===== config.mk =====
export PLATFORM = sky130hd
export DESIGN_NAME = flit_sink
export DESIGN_NICKNAME = d
export VERILOG_FILES = /design/src/rtl/flit_sink.sv
export SDC_FILE = /design/constraint.sdc
export NUM_CORES = 1
export LEC_CHECK = 0
export ABC_AREA = 1
export CAP_MARGIN = 0
export CORE_MARGIN = 2
export CORE_UTILIZATION = 64
export CTS_CLUSTER_DIAMETER = 40
export DETAILED_ROUTE_END_ITERATION = 8
export DONT_BUFFER_PORTS = 1
export PLACE_DENSITY = 0.83
export SYNTH_ARGS = -nofsm -noshare
export SYNTH_HDL_FRONTEND = slang
export SYNTH_SLANG_ARGS = --single-unit
export TNS_END_PERCENT = 1

===== constraint.sdc =====
create_clock -name clk -period 3.1 [get_ports clk]
set_input_delay 0.62 -clock clk [delete_from_list [all_inputs] [get_ports clk]]
set_output_delay 0.62 -clock clk [all_outputs]
set_load 0.01 [all_outputs]

===== src/rtl/flit_sink.sv =====
// flit_sink: FIFO read-side depacketizer enforcing HEADER->PAYLOAD*->TAIL order, odd parity and length.
// Header body (flit bits [28:1]) is {len[11:0], dst[3:0], src[3:0], id[7:0]}.
module flit_sink #(
  parameter int DATA_WIDTH = 32,
  parameter bit CHK_PARITY = 1'b1,
  parameter int CNT_WIDTH  = 16
) (
  input  logic                  clk,
  input  logic                  rst,
  input  logic                  empty,
  input  logic [DATA_WIDTH-1:0] data_in,
  output logic                  rd_en,
  output logic                  hdr_valid,
  output logic [11:0]           hdr_len,
  output logic [3:0]            hdr_dst,
  output logic [3:0]            hdr_src,
  output logic [7:0]            hdr_id,
  output logic                  out_valid,
  input  logic                  out_ready,
  output logic [DATA_WIDTH-5:0] out_data,
  output logic                  out_last,
  output logic                  pkt_done,
  output logic                  pkt_ok,
  output logic [2:0]            err_flags,
  output logic [CNT_WIDTH-1:0]  pkt_count
);
  localparam logic [2:0] T_HEADER  = 3'b001;
  localparam logic [2:0] T_PAYLOAD = 3'b010;
  localparam logic [2:0] T_TAIL    = 3'b100;
  localparam int E_LEN = 2;
  localparam int E_PAR = 1;
  localparam int E_SEQ = 0;
  localparam logic [CNT_WIDTH-1:0] CNT_ONE = 1;

  typedef enum logic [1:0] {S_IDLE, S_BODY, S_DROP} state_t;

  state_t                r_state, w_state_nxt;
  logic [11:0]           r_cnt, w_cnt_nxt, w_cnt_inc;
  logic                  r_bad, w_bad_nxt;
  logic [2:0]            r_err, w_err_nxt;
  logic [11:0]           r_hdr_len, w_hdr_len_nxt;
  logic [3:0]            r_hdr_dst, w_hdr_dst_nxt;
  logic [3:0]            r_hdr_src, w_hdr_src_nxt;
  logic [7:0]            r_hdr_id, w_hdr_id_nxt;
  logic                  r_hdr_valid, w_hdr_valid_nxt;
  logic                  r_out_valid, w_out_valid_nxt;
  logic [DATA_WIDTH-5:0] r_out_data, w_out_data_nxt;
  logic                  r_out_last, w_out_last_nxt;
  logic                  r_done, w_done_nxt;
  logic                  r_ok, w_ok_nxt;
  logic [CNT_WIDTH-1:0]  r_pkt_count;

  logic [2:0]            w_type;
  logic [DATA_WIDTH-5:0] w_body;
  logic                  w_par_ok;
  logic                  w_pop;
  logic                  w_len_hit;
  logic                  w_take_hdr;

  assign w_type    = data_in[DATA_WIDTH-1 -: 3];
  assign w_body    = data_in[DATA_WIDTH-4:1];
  assign w_par_ok  = !CHK_PARITY || (^data_in);
  // Gated by rst so the pop request also drops the instant reset asserts.
  assign w_pop     = rst & ~empty & (~r_out_valid | out_ready);
  assign w_cnt_inc = (r_cnt == 12'hFFF) ? r_cnt : r_cnt + 12'd1;
  assign w_len_hit = (w_cnt_inc == r_hdr_len);

  // NOTE: every signal written here gets a default first, so no latch is inferred.
  always_comb begin
    w_state_nxt     = r_state;
    w_cnt_nxt       = r_cnt;
    w_bad_nxt       = r_bad;
    w_err_nxt       = r_err;
    w_hdr_len_nxt   = r_hdr_len;
    w_hdr_dst_nxt   = r_hdr_dst;
    w_hdr_src_nxt   = r_hdr_src;
    w_hdr_id_nxt    = r_hdr_id;
    w_hdr_valid_nxt = 1'b0;
    w_done_nxt      = 1'b0;
    w_ok_nxt        = 1'b0;
    w_out_valid_nxt = r_out_valid & ~out_ready;
    w_out_data_nxt  = r_out_data;
    w_out_last_nxt  = r_out_last;
    w_take_hdr      = 1'b0;

    if (w_pop) begin
      case (r_state)
        S_IDLE: begin
          if (w_type == T_HEADER) w_take_hdr = 1'b1;
          else                    w_err_nxt[E_SEQ] = 1'b1;
        end
        S_BODY: begin
          if (!w_par_ok) begin
            w_err_nxt[E_PAR] = 1'b1;
            w_bad_nxt        = 1'b1;
          end
          case (w_type)
            T_PAYLOAD: begin
              w_cnt_nxt       = w_cnt_inc;
              w_out_valid_nxt = 1'b1;
              w_out_data_nxt  = w_body;
              w_out_last_nxt  = 1'b0;
              if (w_len_hit) begin
                w_err_nxt[E_LEN] = 1'b1;
                w_bad_nxt        = 1'b1;
              end
            end
            T_TAIL: begin
              w_cnt_nxt       = w_cnt_inc;
              w_out_valid_nxt = 1'b1;
              w_out_data_nxt  = w_body;
              w_out_last_nxt  = 1'b1;
              if (!w_len_hit) w_err_nxt[E_LEN] = 1'b1;
              w_done_nxt      = 1'b1;
              w_ok_nxt        = w_len_hit & ~r_bad & w_par_ok;
              w_state_nxt     = S_IDLE;
            end
            T_HEADER: begin
              // Unterminated packet is closed as bad, then the new header starts fresh.
              w_err_nxt[E_SEQ] = 1'b1;
              w_done_nxt       = 1'b1;
              w_take_hdr       = 1'b1;
            end
            default: begin
              w_err_nxt[E_SEQ] = 1'b1;
              w_bad_nxt        = 1'b1;
            end
          endcase
        end
        S_DROP: begin
          if (w_type == T_TAIL) begin
            w_done_nxt  = 1'b1;
            w_state_nxt = S_IDLE;
          end else if (w_type == T_HEADER) begin
            w_err_nxt[E_SEQ] = 1'b1;
            w_take_hdr       = 1'b1;
          end
        end
        default: w_state_nxt = S_IDLE;
      endcase

      if (w_take_hdr) begin
        if (w_par_ok) begin
          w_hdr_len_nxt   = w_body[27:16];
          w_hdr_dst_nxt   = w_body[15:12];
          w_hdr_src_nxt   = w_body[11:8];
          w_hdr_id_nxt    = w_body[7:0];
          w_hdr_valid_nxt = 1'b1;
          w_cnt_nxt       = 12'd1;
          w_bad_nxt       = (w_body[27:16] < 12'd2);
          if (w_body[27:16] < 12'd2) w_err_nxt[E_LEN] = 1'b1;
          w_state_nxt     = S_BODY;
        end else begin
          w_err_nxt[E_PAR] = 1'b1;
          w_state_nxt      = S_DROP;
        end
      end
    end
  end

  // NOTE: sequential state uses non-blocking assignments only.
  always_ff @(posedge clk or negedge rst) begin
    if (!rst) begin
      r_state     <= S_IDLE;
      r_cnt       <= '0;
      r_bad       <= 1'b0;
      r_err       <= '0;
      r_hdr_len   <= '0;
      r_hdr_dst   <= '0;
      r_hdr_src   <= '0;
      r_hdr_id    <= '0;
      r_hdr_valid <= 1'b0;
      r_out_valid <= 1'b0;
      r_out_data  <= '0;
      r_out_last  <= 1'b0;
      r_done      <= 1'b0;
      r_ok        <= 1'b0;
      r_pkt_count <= '0;
    end else begin
      r_state     <= w_state_nxt;
      r_cnt       <= w_cnt_nxt;
      r_bad       <= w_bad_nxt;
      r_err       <= w_err_nxt;
      r_hdr_len   <= w_hdr_len_nxt;
      r_hdr_dst   <= w_hdr_dst_nxt;
      r_hdr_src   <= w_hdr_src_nxt;
      r_hdr_id    <= w_hdr_id_nxt;
      r_hdr_valid <= w_hdr_valid_nxt;
      r_out_valid <= w_out_valid_nxt;
      r_out_data  <= w_out_data_nxt;
      r_out_last  <= w_out_last_nxt;
      r_done      <= w_done_nxt;
      r_ok        <= w_ok_nxt;
      if (w_done_nxt && w_ok_nxt) r_pkt_count <= r_pkt_count + CNT_ONE;
    end
  end

  assign rd_en     = w_pop;
  assign hdr_valid = r_hdr_valid;
  assign hdr_len   = r_hdr_len;
  assign hdr_dst   = r_hdr_dst;
  assign hdr_src   = r_hdr_src;
  assign hdr_id    = r_hdr_id;
  assign out_valid = r_out_valid;
  assign out_data  = r_out_data;
  assign out_last  = r_out_last;
  assign pkt_done  = r_done;
  assign pkt_ok    = r_ok;
  assign err_flags = r_err;
  assign pkt_count = r_pkt_count;
endmodule


==> flow_summary_export.csv <==
group,metric,value,unit
yosys,syn_nets,837,
global_route,grt_pass1_wl,22.36,mm
final_layout,nets,836,
detailed_routing,ant_nets,0,
run_status,status,"finished clean",
placement,port_buffers,0,
global_route,use_met3,7.554,%
final_layout,postLayoutCoreUtil,69.03,%
sta,setup_ws,0.2895,ns
sta,hold_viol,0,
yosys,synth_seq_cells,95,
clock_tree,cts_setup_buffers,0,
yosys,ys.flop_type,"dfrtp_1",
final_layout,fillers,753,
global_route,grt_max_degree,96,
detailed_routing,drt_iter0_drc,331,
yosys,ys_seq_area_share,42.59,%
power_and_ir_drop,power_density,789.4,mW/mm^2
global_route,antenna_found_initial,0,
clock_tree,cts_tree,"yes",
clock_tree,cts_num_sinks,95,
floorplanning,start_util,64.95,%
setup_path,criticalPathCategory,"flip-flop to flip-flop",
placement,gp_congestion,0.9076,
global_route,gr-usage-met1,37.18,%
clock_tree,cts_made_buffers,9,
setup_path,arrival,3.07,ns
yosys,ys_types,34,
yosys,yosys_warnings,0,
power_and_ir_drop,peakVddDrop,459.3,uV
power_and_ir_drop,finalPower,4.683,mW
yosys,synth_edf_count,0,
sta,skew,0.01447,ns
detailed_routing,drt-total-wl,13.44,mm
floorplanning,num_rows,34,
sta,rsz0062_at_grt,"no",
sta,tns,0,ns
floorplanning,dieArea,0.009484,sq mm
min_path,hold_class,"input port to async pin",
detailed_routing,wl_per_cell,14.85,microns
sta,setup_viol,0,
yosys,synth_top_area_share,42.59,%
placement,dp_slack,0.1335,ns
placement,hpwl,9.869,mm
global_route,grt_pass1_vias,4745,
floorplanning,io_pins,117,
floorplanning,core_area,0.008593,sq mm
yosys,synth.area.top_cells,"dfrtp_1 43%, nand2_1 19%, inv_1 7.8%, o21ai_0 6.9%, nand3_1 4.3%",
clock_tree,htree_levels,3,
setup_path,cp_max_fo,19,
detailed_routing,vias,5001,
yosys,synth_cells,795,
sta,max_slew.worst_pin.slew,0.7284,ns
global_route,grt.total_usage,28.92,%
flow_run,cap_violations,0,
yosys,synth_common_cells,"286 x nand2_1, 116 x inv_1, 95 x dfrtp_1",
final_layout,instances_no_fill,905,
final_layout,diodes,0,
detailed_routing,drt-vias-per-instance,5.526,
detailed_routing,dr.pass1.iters,5,
global_route,grt_busiest_layer,"met2",
power_and_ir_drop,leakagePower,3.255,nW
yosys,synthArstFlopShare,100.0,%
clock_tree,cts_root_buf,"clkbuf_8",
setup_path,worstPathRequired,3.36,ns
clock_tree,cts.path.max_buffers,2,
final_layout,drive_above_1_share,5.772,%
sta,post-route-period-util,90.66,%
global_route,overflow,0,
final_layout,area_growth,6.277,%
clock_tree,path_clk_slew,0.10,ns
yosys,yosys.area.top_type,"dfrtp_1",
global_route,use_met2,48.54,%
floorplanning,die_h,97.39,microns
sta,fmax,355.8,MHz
clock_tree,clk_latency,0.37,ns
yosys,synth_most_common_cell,"nand2_1",
placement,dp.cells,890,
detailed_routing,route.detailed.drc,0,
setup_path,crit_path_start_kind,"flip-flop",
yosys,synth_area,0.005582,sq mm
sta,min_period,2.811,ns
setup_path,endpoint_kind,"flip-flop",
floorplanning,die_w,97.39,microns
sta,slew_viol_final,0,
sta,relSlewSlack,51.00,%
yosys,syn_area_per_cell,7.021,sq um
==> critical path, stage by stage (launching register included) <==
cell and delay, ns:
dfrtp_1 0.45, ha_1 0.26, nand2_2 0.14, nor2_4 0.07
nand3_4 0.25, buf_4 0.17, nand2_1 0.06, nand2_1 0.10
nand2_1 0.05, nor2_1 0.09, nand2_1 0.06, nor2_1 0.16
nand2_2 0.11, nor3_4 0.45, nand2_1 0.12, xor2_1 0.16
==> layout make-up <==
class / count / area, sq um / area share, %
clock buffer: 9 / 123.9 / 2.088
clock inverter: 5 / 83.83 / 1.413
inverter: 119 / 446.7 / 7.530
multi-input combinational: 562 / 2680 / 45.18
sequential: 95 / 2377 / 40.08
tap: 108 / 135.1 / 2.278
timing repair buffer: 7 / 85.08 / 1.434
==> per-layer routing <==
| layer | share of wire (%) | wire length, microns |
|---|---|---|
| met5 | 0 | 0 |
| met4 | 1.3 | 170 |
| met3 | 7.1 | 957 |
| met2 | 48 | 6484 |
| met1 | 43 | 5824 |
==> registers in the layout, indices dropped and copies added, names as in the netlist, 4 cells and up, named ones only <==
name       cells
hdr_dst        4
hdr_id         8
hdr_len       12
hdr_src        4
out_data      28
pkt_count     16
r_cnt         12
==> placed cells by master (no fill, tap or decap), drive strengths merged <==
cell,n
nand3b,3
clkinvlp,2
clkinv,1
nand2,294
or2,1
inv,119
nor4b,1
a22oi,1
bufinv,2
xor2,10
a21oi,5
nor3,11
nor4,3
nand3,50
nor2,51
o22ai,11
ha,6
buf,7
xnor2,10
nand4,21
o21bai,1
clkbuf,9
dfrtp,95
a31o,2
o21ai,81
==> logic make-up after synthesis <==
family	share of synthesized area [%]
AOI/OAI and AO/OA	9.527
buffers and inverters	9.617
DFF	42.59
adders and majority gates	1.345
and+or+nand+nor	33.31
xor gates and xnor gates	3.609
==> worst paths after layout <==
| check | startpoint | end | slack (ns) | depth (start not counted) |
|---|---|---|---|---|
| setup / recovery | r_cnt[0]$_DFFE_PN0P_ | pkt_count[4]$_DFFE_PN0P_ | 0.29 | 15 |
| max in group asynchronous | rst | pkt_count[12]$_DFFE_PN0P_ | 2.55 | 1 |
| min in group clk | out_ready | out_valid$_DFF_PN0_ | 0.34 | 1 |
| hold / removal | rst | r_cnt[4]$_DFFE_PN0P_ | 0.13 | 1 |
| hold reg to reg | out_data[10]$_DFFE_PN0P_ | out_data[10]$_DFFE_PN0P_ | 0.56 | 2 |
| setup reg to reg | r_cnt[0]$_DFFE_PN0P_ | pkt_count[4]$_DFFE_PN0P_ | 0.29 | 15 |
==> report_power, final <==
part,total (mW),internal [mW],switching [mW]
Clock,0.887,0.448,0.438
Sequential,2.23,1.65,0.580
Combinational,1.56,0.600,0.961
Total,4.68,2.70,1.98
==> timing repair <==
| action | CTS | global route |
|---|---|---|
| endpoints found under the setup margin | 0 | 11 |
| hold buffers | 1 | 0 |
| gates resized for setup | 0 | 1 |
| endpoints found under the hold margin | 95 | 0 |
==> per-stage QoR <==
step           hold WS [ns]  cell area (sq um)
2_1_floorplan        0.3244               5582
3_3_place_gp         0.3267               5689
3_5_place_dp         0.3271               5689
4_1_cts              0.1778               5924
5_1_grt              0.1811               5932
6_report             0.1312               5932
Note: power is estimated with default switching activity, not from simulation.
